**config.mk**
```make
export PLATFORM = sky130hd
export DESIGN_NAME = turn_sequencer
export DESIGN_NICKNAME = d
export VERILOG_FILES = /design/src/rtl/turn_sequencer_pkg.sv /design/src/rtl/turn_sequencer_step_burst.sv /design/src/rtl/turn_sequencer.sv
export SDC_FILE = /design/constraint.sdc
export NUM_CORES = 1
export LEC_CHECK = 0
export BUFFER_PORTS_ARGS = -buffer_cell sky130_fd_sc_hd__buf_2
export CORE_MARGIN = 2
export CORE_UTILIZATION = 40
export DETAILED_ROUTE_END_ITERATION = 12
export PLACE_DENSITY = 0.65
export SLEW_MARGIN = 20
export SYNTH_ARGS = -nofsm -noshare
export SYNTH_HDL_FRONTEND = slang
export SYNTH_SLANG_ARGS = --single-unit
```
**constraint.sdc**
```tcl
create_clock -name clk -period 2.4 [get_ports clk]
set_clock_uncertainty 0.15 [all_clocks]
set_input_delay 0.12 -clock clk [delete_from_list [all_inputs] [get_ports clk]]
set_output_delay 0.12 -clock clk [all_outputs]
set_load 0.05 [all_outputs]
```
**src/rtl/turn_sequencer_pkg.sv**
```systemverilog
// turn_sequencer_pkg: shared types and constants for the turn sequencer and
// the per-player position counters it drives.
//   - state_t        : turn FSM states
//   - MAX_PLAYERS    : number of move-pulse outputs
//   - BOARD_TILES    : board length seen by the position counters
//   - clamp_players  : legal player count from the raw N input
//   - start_tile     : starting tile for a player, given the player count
package turn_sequencer_pkg;

  localparam int unsigned MAX_PLAYERS = 4;
  localparam int unsigned PLAYER_W    = $clog2(MAX_PLAYERS);
  localparam int unsigned NLAT_W      = $clog2(MAX_PLAYERS + 1);
  localparam int unsigned NIN_W       = 4;
  localparam int unsigned STEPS_W     = 3;

  localparam int unsigned BOARD_TILES = 24;
  localparam int unsigned TILE_W      = $clog2(BOARD_TILES);

  // Players start evenly spread around the board.
  localparam int unsigned START_SPACING_N2 = BOARD_TILES / 2;
  localparam int unsigned START_SPACING_N3 = BOARD_TILES / 3;
  localparam int unsigned START_SPACING_N4 = BOARD_TILES / 4;

  typedef enum logic [2:0] {
    IDLE,
    WAIT_GUESS,
    STEP,
    GAP,
    NEXT,
    HALT
  } state_t;

  // Out-of-range player counts fall back to a two-player game.
  function automatic logic [NLAT_W-1:0] clamp_players(input logic [NIN_W-1:0] n);
    if ((n >= NIN_W'(2)) && (n <= NIN_W'(MAX_PLAYERS)))
      return NLAT_W'(n);
    else
      return NLAT_W'(2);
  endfunction

  // Starting tile of player p in an n-player game.
  function automatic logic [TILE_W-1:0] start_tile(input logic [NLAT_W-1:0] n,
                                                   input logic [PLAYER_W-1:0] p);
    logic [TILE_W-1:0] spacing;
    case (n)
      NLAT_W'(3): spacing = TILE_W'(START_SPACING_N3);
      NLAT_W'(4): spacing = TILE_W'(START_SPACING_N4);
      default:    spacing = TILE_W'(START_SPACING_N2);
    endcase
    return TILE_W'(TILE_W'(p) * spacing);
  endfunction

endpackage

```
**src/rtl/turn_sequencer_step_burst.sv**
```systemverilog
// step_burst: remaining-step counter and inter-step gap timer for one burst.
//   clk, rst : clock, synchronous active-low reset
//   load     : latch a new burst length from count (0 counts as 1)
//   count    : requested number of steps
//   go       : a step is being issued this cycle
//   pulse    : gap has elapsed; the next step may be issued next cycle
//   done     : the step being issued now is the last one of the burst
import turn_sequencer_pkg::*;

module step_burst #(
  parameter int unsigned STEP_GAP = 2
) (
  input  logic               clk,
  input  logic               rst,
  input  logic               load,
  input  logic [STEPS_W-1:0] count,
  input  logic               go,
  output logic               pulse,
  output logic               done
);

  localparam int unsigned GAP_W = (STEP_GAP < 1) ? 1 : $clog2(STEP_GAP + 1);

  logic [STEPS_W-1:0] rem;
  logic [GAP_W-1:0]   gap;

  // Remaining steps and gap countdown; a step reloads the gap timer.
  always_ff @(posedge clk) begin
    if (!rst) begin
      rem <= '0;
      gap <= '0;
    end else if (load) begin
      rem <= (count == '0) ? STEPS_W'(1) : count;
      gap <= '0;
    end else if (go) begin
      rem <= rem - STEPS_W'(1);
      gap <= GAP_W'(STEP_GAP);
    end else if (gap != '0) begin
      gap <= gap - GAP_W'(1);
    end
  end

  // Gap value 1 marks the final idle cycle, so the gap lasts STEP_GAP cycles.
  assign pulse = (gap == GAP_W'(1));
  assign done  = (rem == STEPS_W'(1));

endmodule

```
**src/rtl/turn_sequencer.sv**
```systemverilog
// turn_sequencer: tracks whose turn it is and turns a matched card guess into
// a burst of one-cycle move pulses for the current player.
//   clk, rst    : clock, synchronous active-low reset
//   N           : player count, sampled in IDLE on start (2..MAX_PLAYERS, else 2)
//   start       : begin a game from IDLE
//   guess_valid : guess result strobe, honoured only while turn_active
//   guess_match : 1 = matched (move), 0 = miss (pass turn)
//   steps       : steps to move on a match (0 moves 1)
//   game_over   : freeze everything until reset
//   p_da        : one-hot move pulses, bit i drives player i+1
//   cur_player  : 0-based index of the player on turn
//   turn_active : waiting for a guess
//   busy        : stepping or passing the turn
// Optional macro TURN_TIMEOUT_EN: a guess not given within TIMEOUT_CYC cycles
// passes the turn as if it were a miss.
import turn_sequencer_pkg::*;

module turn_sequencer #(
  parameter int unsigned STEP_GAP = 2
`ifdef TURN_TIMEOUT_EN
  , parameter int unsigned TIMEOUT_CYC = 1000
`endif
) (
  input  logic                   clk,
  input  logic                   rst,
  input  logic [NIN_W-1:0]       N,
  input  logic                   start,
  input  logic                   guess_valid,
  input  logic                   guess_match,
  input  logic [STEPS_W-1:0]     steps,
  input  logic                   game_over,
  output logic [MAX_PLAYERS-1:0] p_da,
  output logic [PLAYER_W-1:0]    cur_player,
  output logic                   turn_active,
  output logic                   busy
);

  state_t              state;
  logic [NLAT_W-1:0]   n_lat;
  logic                burst_load;
  logic                burst_go;
  logic                gap_over;
  logic                last_step;
  logic                timed_out;

  // Burst engine control: load on a matched guess, step once per STEP cycle.
  assign burst_load = (state == WAIT_GUESS) && !game_over && guess_valid && guess_match;
  assign burst_go   = (state == STEP) && !game_over;

  step_burst #(
    .STEP_GAP (STEP_GAP)
  ) u_step_burst (
    .clk   (clk),
    .rst   (rst),
    .load  (burst_load),
    .count (steps),
    .go    (burst_go),
    .pulse (gap_over),
    .done  (last_step)
  );

`ifdef TURN_TIMEOUT_EN
  localparam int unsigned TMR_W = $clog2(TIMEOUT_CYC + 1);

  logic [TMR_W-1:0] timer;

  // Held at zero outside WAIT_GUESS, so every entry starts a fresh count.
  always_ff @(posedge clk) begin
    if (!rst || (state != WAIT_GUESS))
      timer <= '0;
    else
      timer <= timer + TMR_W'(1);
  end

  assign timed_out = (timer == TMR_W'(TIMEOUT_CYC - 1));
`else
  assign timed_out = 1'b0;
`endif

  // Turn FSM with registered outputs; game_over pre-empts every non-IDLE state.
  always_ff @(posedge clk) begin
    if (!rst) begin
      state       <= IDLE;
      n_lat       <= '0;
      p_da        <= '0;
      cur_player  <= '0;
      turn_active <= 1'b0;
      busy        <= 1'b0;
    end else begin
      p_da <= '0;
      case (state)
        IDLE: begin
          if (start) begin
            n_lat       <= clamp_players(N);
            cur_player  <= '0;
            state       <= WAIT_GUESS;
            turn_active <= 1'b1;
            busy        <= 1'b0;
          end
        end

        WAIT_GUESS: begin
          if (game_over) begin
            state       <= HALT;
            turn_active <= 1'b0;
            busy        <= 1'b0;
          end else if (guess_valid) begin
            state       <= guess_match ? STEP : NEXT;
            turn_active <= 1'b0;
            busy        <= 1'b1;
          end else if (timed_out) begin
            state       <= NEXT;
            turn_active <= 1'b0;
            busy        <= 1'b1;
          end
        end

        STEP: begin
          if (game_over) begin
            state       <= HALT;
            turn_active <= 1'b0;
            busy        <= 1'b0;
          end else begin
            p_da <= MAX_PLAYERS'(1) << cur_player;
            if (last_step) begin
              // A match keeps the turn with the same player.
              state       <= WAIT_GUESS;
              turn_active <= 1'b1;
              busy        <= 1'b0;
            end else begin
              state <= GAP;
            end
          end
        end

        GAP: begin
          if (game_over) begin
            state       <= HALT;
            turn_active <= 1'b0;
            busy        <= 1'b0;
          end else if (gap_over) begin
            state <= STEP;
          end
        end

        NEXT: begin
          if (game_over) begin
            state       <= HALT;
            turn_active <= 1'b0;
            busy        <= 1'b0;
          end else begin
            if ((NLAT_W'(cur_player) + NLAT_W'(1)) == n_lat)
              cur_player <= '0;
            else
              cur_player <= cur_player + PLAYER_W'(1);
            state       <= WAIT_GUESS;
            turn_active <= 1'b1;
            busy        <= 1'b0;
          end
        end

        HALT: begin
          turn_active <= 1'b0;
          busy        <= 1'b0;
        end

        default: begin
          state       <= IDLE;
          turn_active <= 1'b0;
          busy        <= 1'b0;
        end
      endcase
    end
  end

endmodule

```
==> flow_results.xml, run 1 <==
<?xml version="1.0" encoding="UTF-8"?>
<metrics>
  <group name="place">
    <metric name="io_buffers" unit="">20</metric>
    <metric name="hpwl" unit="microns">1490</metric>
    <metric name="gpl.final_weighted_congestion" unit="">0.741</metric>
  </group>
  <group name="finish">
    <metric name="final_common_cell" unit="">buf_2</metric>
    <metric name="num_antenna_cells" unit="">0</metric>
    <metric name="n_fill_cell" unit="">241</metric>
    <metric name="highest_count_cells_in_the_layout_ignoring_fill_and_taps" unit="">buf_2, dfxtp_1, nand2_1, nor2_1, dlygate4sd3_1</metric>
    <metric name="share_of_cells_above_drive_strength_1" unit="%">23.1</metric>
    <metric name="area_growth" unit="%">17.4</metric>
    <metric name="finish.net_count" unit="">151</metric>
  </group>
  <group name="synthesis">
    <metric name="syn-instance-count" unit="">110</metric>
    <metric name="syn_area" unit="sq um">1030</metric>
    <metric name="postSynthRegisterBits" unit="">19</metric>
    <metric name="synth_cell_type_count" unit="">42</metric>
    <metric name="synth.avg_cell_area" unit="sq um">9.33</metric>
    <metric name="synthArstFlopShare" unit="%">0</metric>
    <metric name="number_of_enable_type_register_cells_in_the_synthesized_netlist" unit="">0</metric>
    <metric name="yosys_most_used_dff" unit="">dfxtp_1</metric>
    <metric name="synth.top_cells.by_area" unit="">dfxtp_1, nand2_1, nor4b_4</metric>
    <metric name="syn_nets" unit="">126</metric>
    <metric name="netlist.area_leader.share" unit="%">37.1</metric>
    <metric name="synth.yosys.seq_area_share" unit="%">37.1</metric>
    <metric name="yosys_warnings" unit="">0</metric>
    <metric name="area_leader_netlist" unit="">dfxtp_1</metric>
  </group>
  <group name="clocking">
    <metric name="clk_pin_slew_worst_paths" unit="ps">110</metric>
    <metric name="clock_tree.buffer_depth" unit="">2</metric>
    <metric name="cts_root_buffer" unit="">clkbuf_4</metric>
    <metric name="cts-buffers-inserted" unit="">3</metric>
    <metric name="clock_latency" unit="ps">290</metric>
    <metric name="cts.htree.levels" unit="">1</metric>
    <metric name="tritoncts" unit="">done</metric>
    <metric name="clock_sink_count" unit="">19</metric>
  </group>
  <group name="worst_setup_path">
    <metric name="startpoint" unit="">state[2]</metric>
    <metric name="arrival_time_of_the_worst_setup_path" unit="ps">2180</metric>
    <metric name="path_class" unit="">flop to flop</metric>
    <metric name="worst-endpoint-required" unit="ps">2480</metric>
    <metric name="worst_r2r_startpoint" unit="">state[2]</metric>
    <metric name="setup.worst_path.end_class" unit="">flop</metric>
    <metric name="worst_setup_path_start_kind" unit="">flop</metric>
    <metric name="critical_path_peak_fanout" unit="">13</metric>
  </group>
  <group name="power_and_ir_drop">
    <metric name="power-per-cell-area" unit="nW/um^2">618</metric>
    <metric name="power_leakage" unit="nW">0.507</metric>
    <metric name="totalPowerFinal" unit="mW">0.745</metric>
    <metric name="power.ir.vdd_worst" unit="mV">0.326</metric>
  </group>
  <group name="sta">
    <metric name="timing.slew.headroom" unit="%">61.1</metric>
    <metric name="finalMaxSlewViolations" unit="">0</metric>
    <metric name="final-hold-violation-count" unit="">0</metric>
    <metric name="final.min_clock_period" unit="ps">2100</metric>
    <metric name="post-route-period-util" unit="%">87.5</metric>
    <metric name="finalSetupTns" unit="ps">0</metric>
    <metric name="setup_viol_count_final" unit="">0</metric>
    <metric name="tightest_pin_transition" unit="ps">582</metric>
    <metric name="clock.fmax" unit="MHz">476</metric>
    <metric name="grt_setup_unrepaired" unit="">no</metric>
  </group>
  <group name="die">
    <metric name="placementRows" unit="">18</metric>
    <metric name="total_core_area" unit="sq um">2450</metric>
    <metric name="floorplan.initialDensity" unit="%">41.8</metric>
    <metric name="die_y" unit="microns">54.6</metric>
    <metric name="top_level_ports" unit="">21</metric>
    <metric name="die_width" unit="microns">54.6</metric>
    <metric name="die_area" unit="sq um">2990</metric>
  </group>
  <group name="job">
    <metric name="timing.max_cap.violations" unit="">0</metric>
  </group>
  <group name="min_path">
    <metric name="hold_class" unit="">input port to flop</metric>
    <metric name="worst_hold_startpoint" unit="">steps[2]</metric>
  </group>
  <group name="grt">
    <metric name="antenna_violations_before_repair" unit="">0</metric>
    <metric name="grt_start_max_net_pins" unit="">19</metric>
    <metric name="first_global_vias" unit="">778</metric>
    <metric name="first_pass_grt_wire_length" unit="microns">3370</metric>
    <metric name="global_router_s_overall_resource_usage" unit="%">15.7</metric>
    <metric name="global_route_congestion_overflow_total" unit="">0</metric>
  </group>
  <group name="drt">
    <metric name="ant_nets" unit="">0</metric>
    <metric name="routedWlPerCell" unit="microns">12.4</metric>
    <metric name="detail_route.drc_violations" unit="">0</metric>
    <metric name="first_iter_violations" unit="">10</metric>
    <metric name="finalWirelength" unit="microns">2040</metric>
    <metric name="dr_total_vias" unit="">878</metric>
    <metric name="detail_route.first_pass.iterations" unit="">4</metric>
    <metric name="avgViaCountPerCell" unit="">5.35</metric>
  </group>
  <group name="outcome">
    <metric name="status" unit="">complete, no violations</metric>
  </group>
</metrics>
## path summary, 6_finish.rpt
| check | end | cells past startpoint | slack (ps) |
|---|---|---|---|
| worst min register to register | u_step_burst.gap[0] | 1 | 310 |
| worst min-delay path | u_step_burst.rem[2] | 3 | 20 |
| worst max-delay path | n_lat[0] | 4 | 300 |
| worst max register to register | n_lat[0] | 4 | 300 |
## report_power, final
group	switching (mW)	total, mW	internal [mW]
combinational	0.102	0.189	0.0876
sequential	0.0520	0.392	0.340
clock	0.102	0.164	0.0620
## critical path, cell delays in order, from the launching register on
cell and delay, ps:
dfxtp_1 510, nor4b_2 500, nand4_1 150, dlygate4sd3_1 580, a21boi_0 150
## kinds of logic (layout without fill, tap and decap cells)
kind of cell    after synthesis  after routing  share of synthesized area, %
buf+inv                      10             34                          5.97
fa+ha+maj                     4              4                          4.63
simple gates                 45             45                          28.9
mux                           2              2                          1.95
compound gates               25             25                          17.2
flops                        19             19                          37.1
xor+xnor                      5              5                          4.27
## metrics by stage
step                hold WS, ps  worst slack (ps)  std cells  util [%]  cell area [sq um]
global route               33.0               190        164      49.1               1200
detailed placement          257               611        154      45.5               1120
global placement            238               660        154      45.5               1120
CTS                        17.7               333        164      49.1               1200
finish                     22.3               300        164      49.1               1200
floorplan                   121               600        110         -               1030
## synth_stat cells (2+ instances only)
library cell / n
o31ai_1: 3
ha_1: 3
nor4b_1: 2
nand2b_1: 3
o211a_1: 2
mux2i_1: 2
dfxtp_1: 19
a31oi_1: 2
buf_6: 3
nor3b_2: 2
nor2_1: 7
o21ai_0: 2
o22ai_1: 2
a21boi_0: 2
clkbuf_1: 2
nor4b_4: 2
nor3b_1: 2
xnor2_1: 3
inv_1: 4
a21oi_1: 5
nand2_1: 16
xor2_1: 2
## metal layers
layer	up-vias	track usage (%)	part of all wire [%]
li1	443	-	-
met1	420	19.2	45
met2	15	26.8	52
met3	0	3.28	3.5
met4	0	5.42	0
met5	-	0	0
## flip-flops by register name, indices dropped and copies added, names as in the netlist
signal,flops
n_lat,3
turn_active,1
cur_player,2
p_da,4
busy,1
u_step_burst.rem,3
u_step_burst.gap,2
state,3
## timing repair
action / in CTS / in global routing
buffers inserted: 0 / 0
resized for setup: 0 / 0
hold buffers: 6 / 0
hold endpoints to repair: 4 / 0
## layout make-up
type / instances / area, sq um / area share (%)
clock buffer: 3 / 22.5 / 1.87
tap: 30 / 37.5 / 3.12
clock inverter: 1 / 5.00 / 0.415
multi-input combinational: 81 / 584 / 48.5
inverter: 4 / 15.0 / 1.25
timing repair buffer: 26 / 160 / 13.3
sequential: 19 / 380 / 31.6
(Power assumes the default switching activity.)
==> inputs of run 2 (changes only) <==
--- a/config.mk
+++ b/config.mk
@@ -5,11 +5,12 @@
 export SDC_FILE = /design/constraint.sdc
 export NUM_CORES = 1
 export LEC_CHECK = 0
+export ABC_AREA = 1
 export BUFFER_PORTS_ARGS = -buffer_cell sky130_fd_sc_hd__buf_2
 export CORE_MARGIN = 2
 export CORE_UTILIZATION = 40
 export DETAILED_ROUTE_END_ITERATION = 12
-export PLACE_DENSITY = 0.65
+export PLACE_DENSITY = 0.66
 export SLEW_MARGIN = 20
 export SYNTH_ARGS = -nofsm -noshare
 export SYNTH_HDL_FRONTEND = slang
==> flow_results.xml, run 2 <==
<?xml version="1.0" encoding="UTF-8"?>
<metrics>
  <group name="finish">
    <metric name="area_growth" unit="%">21.4</metric>
    <metric name="final_area" unit="sq um">1200</metric>
    <metric name="n_fill_cell" unit="">248</metric>
    <metric name="number_of_flip_flops_in_the_largest_register" unit="">4</metric>
    <metric name="final_common_cell" unit="">nand2_1</metric>
    <metric name="highest_count_cells_in_the_layout_ignoring_fill_and_taps" unit="">nand2_1, buf_2, nor2_1, dfxtp_1, a21oi_1</metric>
    <metric name="top_register" unit="">p_da</metric>
    <metric name="finalNonFillerCells" unit="">195</metric>
    <metric name="finish.net_count" unit="">182</metric>
    <metric name="num_antenna_cells" unit="">0</metric>
    <metric name="share_of_cells_above_drive_strength_1" unit="%">23.0</metric>
    <metric name="total_area_of_multi_input_combinational_cells" unit="sq um">538</metric>
    <metric name="final_util" unit="%">49.8</metric>
    <metric name="layout.area.seq" unit="sq um">380</metric>
  </group>
  <group name="place">
    <metric name="io_buffers" unit="">20</metric>
    <metric name="placed_cells" unit="">186</metric>
    <metric name="gpl.final_weighted_congestion" unit="">0.857</metric>
    <metric name="placement.cell_area" unit="sq um">1120</metric>
    <metric name="hpwl" unit="microns">1680</metric>
  </group>
  <group name="synthesis">
    <metric name="area_leader_netlist" unit="">dfxtp_1</metric>
    <metric name="yosys_most_used_dff" unit="">dfxtp_1</metric>
    <metric name="number_of_enable_type_register_cells_in_the_synthesized_netlist" unit="">0</metric>
    <metric name="syn_area" unit="sq um">990</metric>
    <metric name="netlist.area_leader.share" unit="%">38.4</metric>
    <metric name="yosys_warnings" unit="">0</metric>
    <metric name="ys_top_cells_by_count" unit="">nand2_1, dfxtp_1, nor2_1</metric>
    <metric name="synth.yosys.seq_area_share" unit="%">38.4</metric>
    <metric name="synthArstFlopShare" unit="%">0</metric>
    <metric name="synth.avg_cell_area" unit="sq um">7.22</metric>
    <metric name="synth.top_cells.by_area" unit="">dfxtp_1, nand2_1, nor2_1</metric>
    <metric name="synth_cell_type_count" unit="">23</metric>
    <metric name="postSynthRegisterBits" unit="">19</metric>
    <metric name="syn_nets" unit="">153</metric>
    <metric name="synth.most_common_cell" unit="">nand2_1</metric>
    <metric name="syn-instance-count" unit="">137</metric>
  </group>
  <group name="grt">
    <metric name="global_route_congestion_overflow_total" unit="">0</metric>
    <metric name="global_router_s_overall_resource_usage" unit="%">17.5</metric>
    <metric name="first_global_vias" unit="">857</metric>
    <metric name="first_pass_grt_wire_length" unit="microns">3610</metric>
    <metric name="grt_start_max_net_pins" unit="">12</metric>
    <metric name="antenna_violations_before_repair" unit="">0</metric>
  </group>
  <group name="sta">
    <metric name="final-hold-violation-count" unit="">0</metric>
    <metric name="setup_viol_count_final" unit="">0</metric>
    <metric name="grt_setup_unrepaired" unit="">no</metric>
    <metric name="hold-worst-slack" unit="ps">21.8</metric>
    <metric name="post-route-period-util" unit="%">82.7</metric>
    <metric name="tightest_pin_transition" unit="ps">298</metric>
    <metric name="finalMaxSlewViolations" unit="">0</metric>
    <metric name="timing.slew.headroom" unit="%">80.0</metric>
    <metric name="finalSetupTns" unit="ps">0</metric>
    <metric name="clock.fmax" unit="MHz">504</metric>
    <metric name="final.min_clock_period" unit="ps">1980</metric>
  </group>
  <group name="worst_setup_path">
    <metric name="arrival_time_of_the_worst_setup_path" unit="ps">2080</metric>
    <metric name="worst_setup_path_start_kind" unit="">input port</metric>
    <metric name="worst-endpoint-required" unit="ps">2490</metric>
    <metric name="setup.worst_path.end_class" unit="">flop</metric>
    <metric name="path_class" unit="">input port to flop</metric>
    <metric name="worst_path_max_delay_cell" unit="">dlygate4sd3_1</metric>
    <metric name="critical_path_peak_fanout" unit="">2</metric>
    <metric name="critical_path.most_common_cell" unit="">dlygate4sd3_1</metric>
    <metric name="critical_path.cell_chain" unit="">dlygate4sd3_1, buf_2, nand3_1, dlygate4sd3_1, a21oi_1, dlygate4sd3_1</metric>
    <metric name="stage_delay_of_the_slowest_cell_on_the_critical_path" unit="ps">560</metric>
  </group>
  <group name="power_and_ir_drop">
    <metric name="power_leakage" unit="nW">0.538</metric>
    <metric name="power-per-cell-area" unit="nW/um^2">598</metric>
    <metric name="power.ir.vdd_worst" unit="mV">0.314</metric>
  </group>
  <group name="clocking">
    <metric name="clock_tree.buffer_depth" unit="">2</metric>
    <metric name="postCtsResizedCells" unit="">0</metric>
    <metric name="cts_root_buffer" unit="">clkbuf_4</metric>
    <metric name="cts.htree.levels" unit="">1</metric>
    <metric name="cts-buffers-inserted" unit="">3</metric>
    <metric name="tritoncts" unit="">done</metric>
    <metric name="clk_pin_slew_worst_paths" unit="ps">110</metric>
    <metric name="clock_sink_count" unit="">19</metric>
    <metric name="clock_latency" unit="ps">300</metric>
  </group>
  <group name="die">
    <metric name="die_area" unit="sq um">2890</metric>
    <metric name="die_y" unit="microns">53.7</metric>
    <metric name="placementRows" unit="">18</metric>
    <metric name="floorplan.initialDensity" unit="%">41.1</metric>
    <metric name="top_level_ports" unit="">21</metric>
    <metric name="total_core_area" unit="sq um">2410</metric>
    <metric name="die_width" unit="microns">53.7</metric>
  </group>
  <group name="job">
    <metric name="timing.max_cap.violations" unit="">0</metric>
  </group>
  <group name="min_path">
    <metric name="hold_class" unit="">input port to flop</metric>
  </group>
  <group name="drt">
    <metric name="avgViaCountPerCell" unit="">4.88</metric>
    <metric name="first_iter_violations" unit="">24</metric>
    <metric name="routedWlPerCell" unit="microns">11.2</metric>
    <metric name="finalWirelength" unit="microns">2190</metric>
    <metric name="dr_total_vias" unit="">951</metric>
    <metric name="ant_nets" unit="">0</metric>
    <metric name="detail_route.drc_violations" unit="">0</metric>
    <metric name="detail_route.first_pass.iterations" unit="">4</metric>
  </group>
  <group name="outcome">
    <metric name="status" unit="">complete, no violations</metric>
  </group>
</metrics>
## run 2: changes by cell type in the layout (fill, tap and decap cells not counted), moves of 5 or more
cell     change
inv_2        +5
nor2_1      +12
nand2_1      +8
nand3_1     +12
a21oi_1      +9
inv_1        +8
## run 2: per-stage QoR
stage	setup WS (ps)	power, mW
CTS	460	0.722
finish	415	0.718
detailed placement	951	0.552
global placement	1030	0.548
floorplan	664	0.504
global route	342	0.768
## run 2: timing repair
| action | 4_1_cts | 5_1_grt |
|---|---|---|
| hold buffers | 5 | 0 |
| endpoints found under the hold margin | 7 | 0 |
| setup buffers | 0 | 0 |
## run 2: path summary, 6_finish.rpt
path | start | end | slack [ps] | depth (start not counted)
setup / recovery | N[0] | n_lat[0] | 420 | 6
hold / removal | N[2] | n_lat[1] | 20 | 4
setup reg to reg | state[0] | n_lat[0] | 570 | 6
hold reg to reg | u_step_burst.gap[0] | u_step_burst.gap[0] | 320 | 1
## run 2: final cells by class
type                    count  share of cell area (%)
flip-flops and latches     19                    31.7
clock buffers               3                    1.88
well taps                  30                    3.13
inverters                  18                    5.63
multi-input cells          99                    44.8
repair buffers             25                    12.5
clock inverters             1                   0.417
## run 2: logic make-up (layout without fill, tap and decap cells)
group | Yosys count | in the layout | synth area share, %
AO/OA/AOI/OAI | 20 | 20 | 10.5
XOR/XNOR | 5 | 5 | 4.43
adder cells (fa/ha/maj) | 3 | 3 | 3.79
buffers and inverters | 19 | 47 | 7.21
flip-flops | 19 | 19 | 38.4
AND/OR/NAND/NOR | 71 | 71 | 35.7
## run 2: report_power, final
group / internal [mW] / leakage (nW) / total (mW) / switching [mW]
logic: 0.0697 / 0.366 / 0.195 / 0.125
clock network: 0.0621 / 0.0177 / 0.164 / 0.102
registers: 0.337 / 0.154 / 0.360 / 0.0230
total: 0.468 / 0.538 / 0.718 / 0.250
## run 2: routing by layer
layer  share of wire, %  GRT usage (%)  wire length [microns]  up-vias
li1                   -              -                      -      510
met1                 48           22.3                   1040      415
met2                 46           27.6                   1010       21
met3                4.3           3.06                     95        5
met4                1.7           9.83                     37        0
met5                  0              0                      0        -
## run 2: worst max-delay path, delay by kind of cell
kind                   cells  cell delay [ps]
and+or+nand+nor            1               60
AOI/OAI and AO/OA          1              140
buffers and inverters      4             1760
==> inputs of run 3 (changes only) <==
==> constraint.sdc (replaced) <==
create_clock -name clk -period 1.9 [get_ports clk]
set_clock_uncertainty 0.15 [all_clocks]
set_input_delay 0.095 -clock clk [delete_from_list [all_inputs] [get_ports clk]]
set_output_delay 0.095 -clock clk [all_outputs]
set_load 0.05 [all_outputs]
==> flow_results.xml, run 3 (synthesized netlist as in run 2, its figures left out) <==
<?xml version="1.0" encoding="UTF-8"?>
<metrics>
  <group name="outcome">
    <metric name="status" unit="">complete, no violations</metric>
  </group>
  <group name="drt">
    <metric name="detail_route.drc_violations" unit="">0</metric>
    <metric name="routedWlPerCell" unit="microns">11.0</metric>
    <metric name="dr_total_vias" unit="">954</metric>
    <metric name="detail_route.first_pass.iterations" unit="">4</metric>
    <metric name="avgViaCountPerCell" unit="">4.87</metric>
    <metric name="finalWirelength" unit="microns">2150</metric>
    <metric name="first_iter_violations" unit="">13</metric>
    <metric name="ant_nets" unit="">0</metric>
  </group>
  <group name="sta">
    <metric name="finalSetupTns" unit="ps">0</metric>
    <metric name="finalMaxSlewViolations" unit="">0</metric>
    <metric name="final-hold-violation-count" unit="">0</metric>
    <metric name="tightest_pin_transition" unit="ps">282</metric>
    <metric name="setup_viol_count_final" unit="">0</metric>
    <metric name="grt_setup_unrepaired" unit="">no</metric>
    <metric name="hold-worst-slack" unit="ps">16.5</metric>
    <metric name="clock.fmax" unit="MHz">633</metric>
    <metric name="final.min_clock_period" unit="ps">1580</metric>
    <metric name="post-route-period-util" unit="%">83.1</metric>
    <metric name="timing.slew.headroom" unit="%">81.1</metric>
  </group>
  <group name="clocking">
    <metric name="clock_latency" unit="ps">290</metric>
    <metric name="clock_tree.buffer_depth" unit="">2</metric>
    <metric name="clock_sink_count" unit="">19</metric>
    <metric name="post_cts_hold_buffer_count" unit="">6</metric>
    <metric name="postCtsResizedCells" unit="">0</metric>
    <metric name="postCtsSetupRepairBufs" unit="">0</metric>
    <metric name="tritoncts" unit="">done</metric>
    <metric name="cts.htree.levels" unit="">1</metric>
    <metric name="clk_pin_slew_worst_paths" unit="ps">100</metric>
    <metric name="cts_root_buffer" unit="">clkbuf_4</metric>
    <metric name="cts-buffers-inserted" unit="">3</metric>
  </group>
  <group name="job">
    <metric name="timing.max_cap.violations" unit="">0</metric>
  </group>
  <group name="place">
    <metric name="hpwl" unit="microns">1710</metric>
    <metric name="gpl.final_weighted_congestion" unit="">0.856</metric>
    <metric name="placed_cells" unit="">186</metric>
    <metric name="io_buffers" unit="">20</metric>
    <metric name="placement.cell_area" unit="sq um">1120</metric>
  </group>
  <group name="min_path">
    <metric name="hold_class" unit="">input port to flop</metric>
  </group>
  <group name="power_and_ir_drop">
    <metric name="share_clk_of_total_power" unit="%">22.0</metric>
    <metric name="power_leakage" unit="nW">0.540</metric>
    <metric name="p_sw" unit="mW">0.306</metric>
    <metric name="seq_power_share" unit="%">50.6</metric>
    <metric name="power.ir.vdd_worst" unit="mV">0.396</metric>
    <metric name="power_report.internal_total" unit="mW">0.591</metric>
    <metric name="power-per-cell-area" unit="nW/um^2">740</metric>
    <metric name="fraction_of_power_spent_switching_nets" unit="%">34.1</metric>
    <metric name="power.combinational.fraction" unit="%">27.3</metric>
  </group>
  <group name="finish">
    <metric name="top_register" unit="">p_da</metric>
    <metric name="final_util" unit="%">50.3</metric>
    <metric name="share_of_cells_above_drive_strength_1" unit="%">22.9</metric>
    <metric name="final_area" unit="sq um">1210</metric>
    <metric name="finalNonFillerCells" unit="">196</metric>
    <metric name="finish.net_count" unit="">183</metric>
    <metric name="area_growth" unit="%">22.4</metric>
    <metric name="num_antenna_cells" unit="">0</metric>
    <metric name="highest_count_cells_in_the_layout_ignoring_fill_and_taps" unit="">nand2_1, buf_2, nor2_1, dfxtp_1, a21oi_1</metric>
    <metric name="final_common_cell" unit="">nand2_1</metric>
    <metric name="number_of_flip_flops_in_the_largest_register" unit="">4</metric>
  </group>
  <group name="die">
    <metric name="total_core_area" unit="sq um">2410</metric>
    <metric name="placementRows" unit="">18</metric>
    <metric name="die_width" unit="microns">53.7</metric>
    <metric name="floorplan.initialDensity" unit="%">41.1</metric>
    <metric name="die_y" unit="microns">53.7</metric>
    <metric name="die_area" unit="sq um">2890</metric>
    <metric name="top_level_ports" unit="">21</metric>
  </group>
  <group name="worst_setup_path">
    <metric name="critical_path_peak_fanout" unit="">2</metric>
    <metric name="setup.worst_path.end_class" unit="">flop</metric>
    <metric name="worst-endpoint-required" unit="ps">1970</metric>
    <metric name="arrival_time_of_the_worst_setup_path" unit="ps">1650</metric>
    <metric name="worst_setup_path_start_kind" unit="">input port</metric>
    <metric name="path_class" unit="">input port to flop</metric>
  </group>
  <group name="grt">
    <metric name="first_global_vias" unit="">886</metric>
    <metric name="global_router_s_overall_resource_usage" unit="%">17.2</metric>
    <metric name="grt_start_max_net_pins" unit="">12</metric>
    <metric name="global_route_congestion_overflow_total" unit="">0</metric>
    <metric name="first_pass_grt_wire_length" unit="microns">3590</metric>
    <metric name="antenna_violations_before_repair" unit="">0</metric>
  </group>
</metrics>
==> run 3: changes by cell type in the layout (fill, tap and decap cells not counted), sizes merged <==
| cell | before | now |
|---|---|---|
| dlygate4sd3 | 5 | 6 |
==> run 3: power groups by stage <==
stage          registers [mW]  clock network (mW)  logic [mW]
2_1_floorplan           0.483                   0       0.154
3_3_place_gp            0.462                   0       0.231
3_5_place_dp            0.463                   0       0.236
4_1_cts                 0.454               0.211       0.246
5_1_grt                 0.459               0.227       0.276
6_report                0.454               0.198       0.245
==> run 3: worst max-delay path, cell delays in order <==
cell and delay (ps):
dlygate4sd3_1 540, buf_2 130, nor2_1 110, nand3_1 80, dlygate4sd3_1 560, a21oi_1 130
==> run 3: per-stage QoR <==
stage          total power, mW  setup slack (ps)
4_1_cts                  0.911               367
2_1_floorplan            0.637               164
3_3_place_gp             0.693               531
3_5_place_dp             0.699               436
5_1_grt                  0.962               275
6_report                 0.897               321
==> run 3: final timing paths <==
path	from	end	slack [ps]	cells past startpoint
min reg2reg	u_step_burst.gap[0]	u_step_burst.gap[0]	310	1
min	N[3]	n_lat[1]	20	4
max reg2reg	cur_player[0]	cur_player[0]	400	5
max	N[2]	n_lat[0]	320	6
==> run 3: final cells by class <==
class	count	area, sq um
clock buffer	3	22.5
clock inverter	1	5.00
fill	247	1200
inverter	18	67.6
multi-input combinational	99	538
sequential	19	380
tap	30	37.5
timing repair buffer	26	160
==> run 3: per-layer routing <==
metal  wire length [microns]  global-route usage (%)
met2                    1040                    28.9
met3                      75                    2.50
met5                       0                       0
met4                      40                    8.12
met1                     991                    21.4
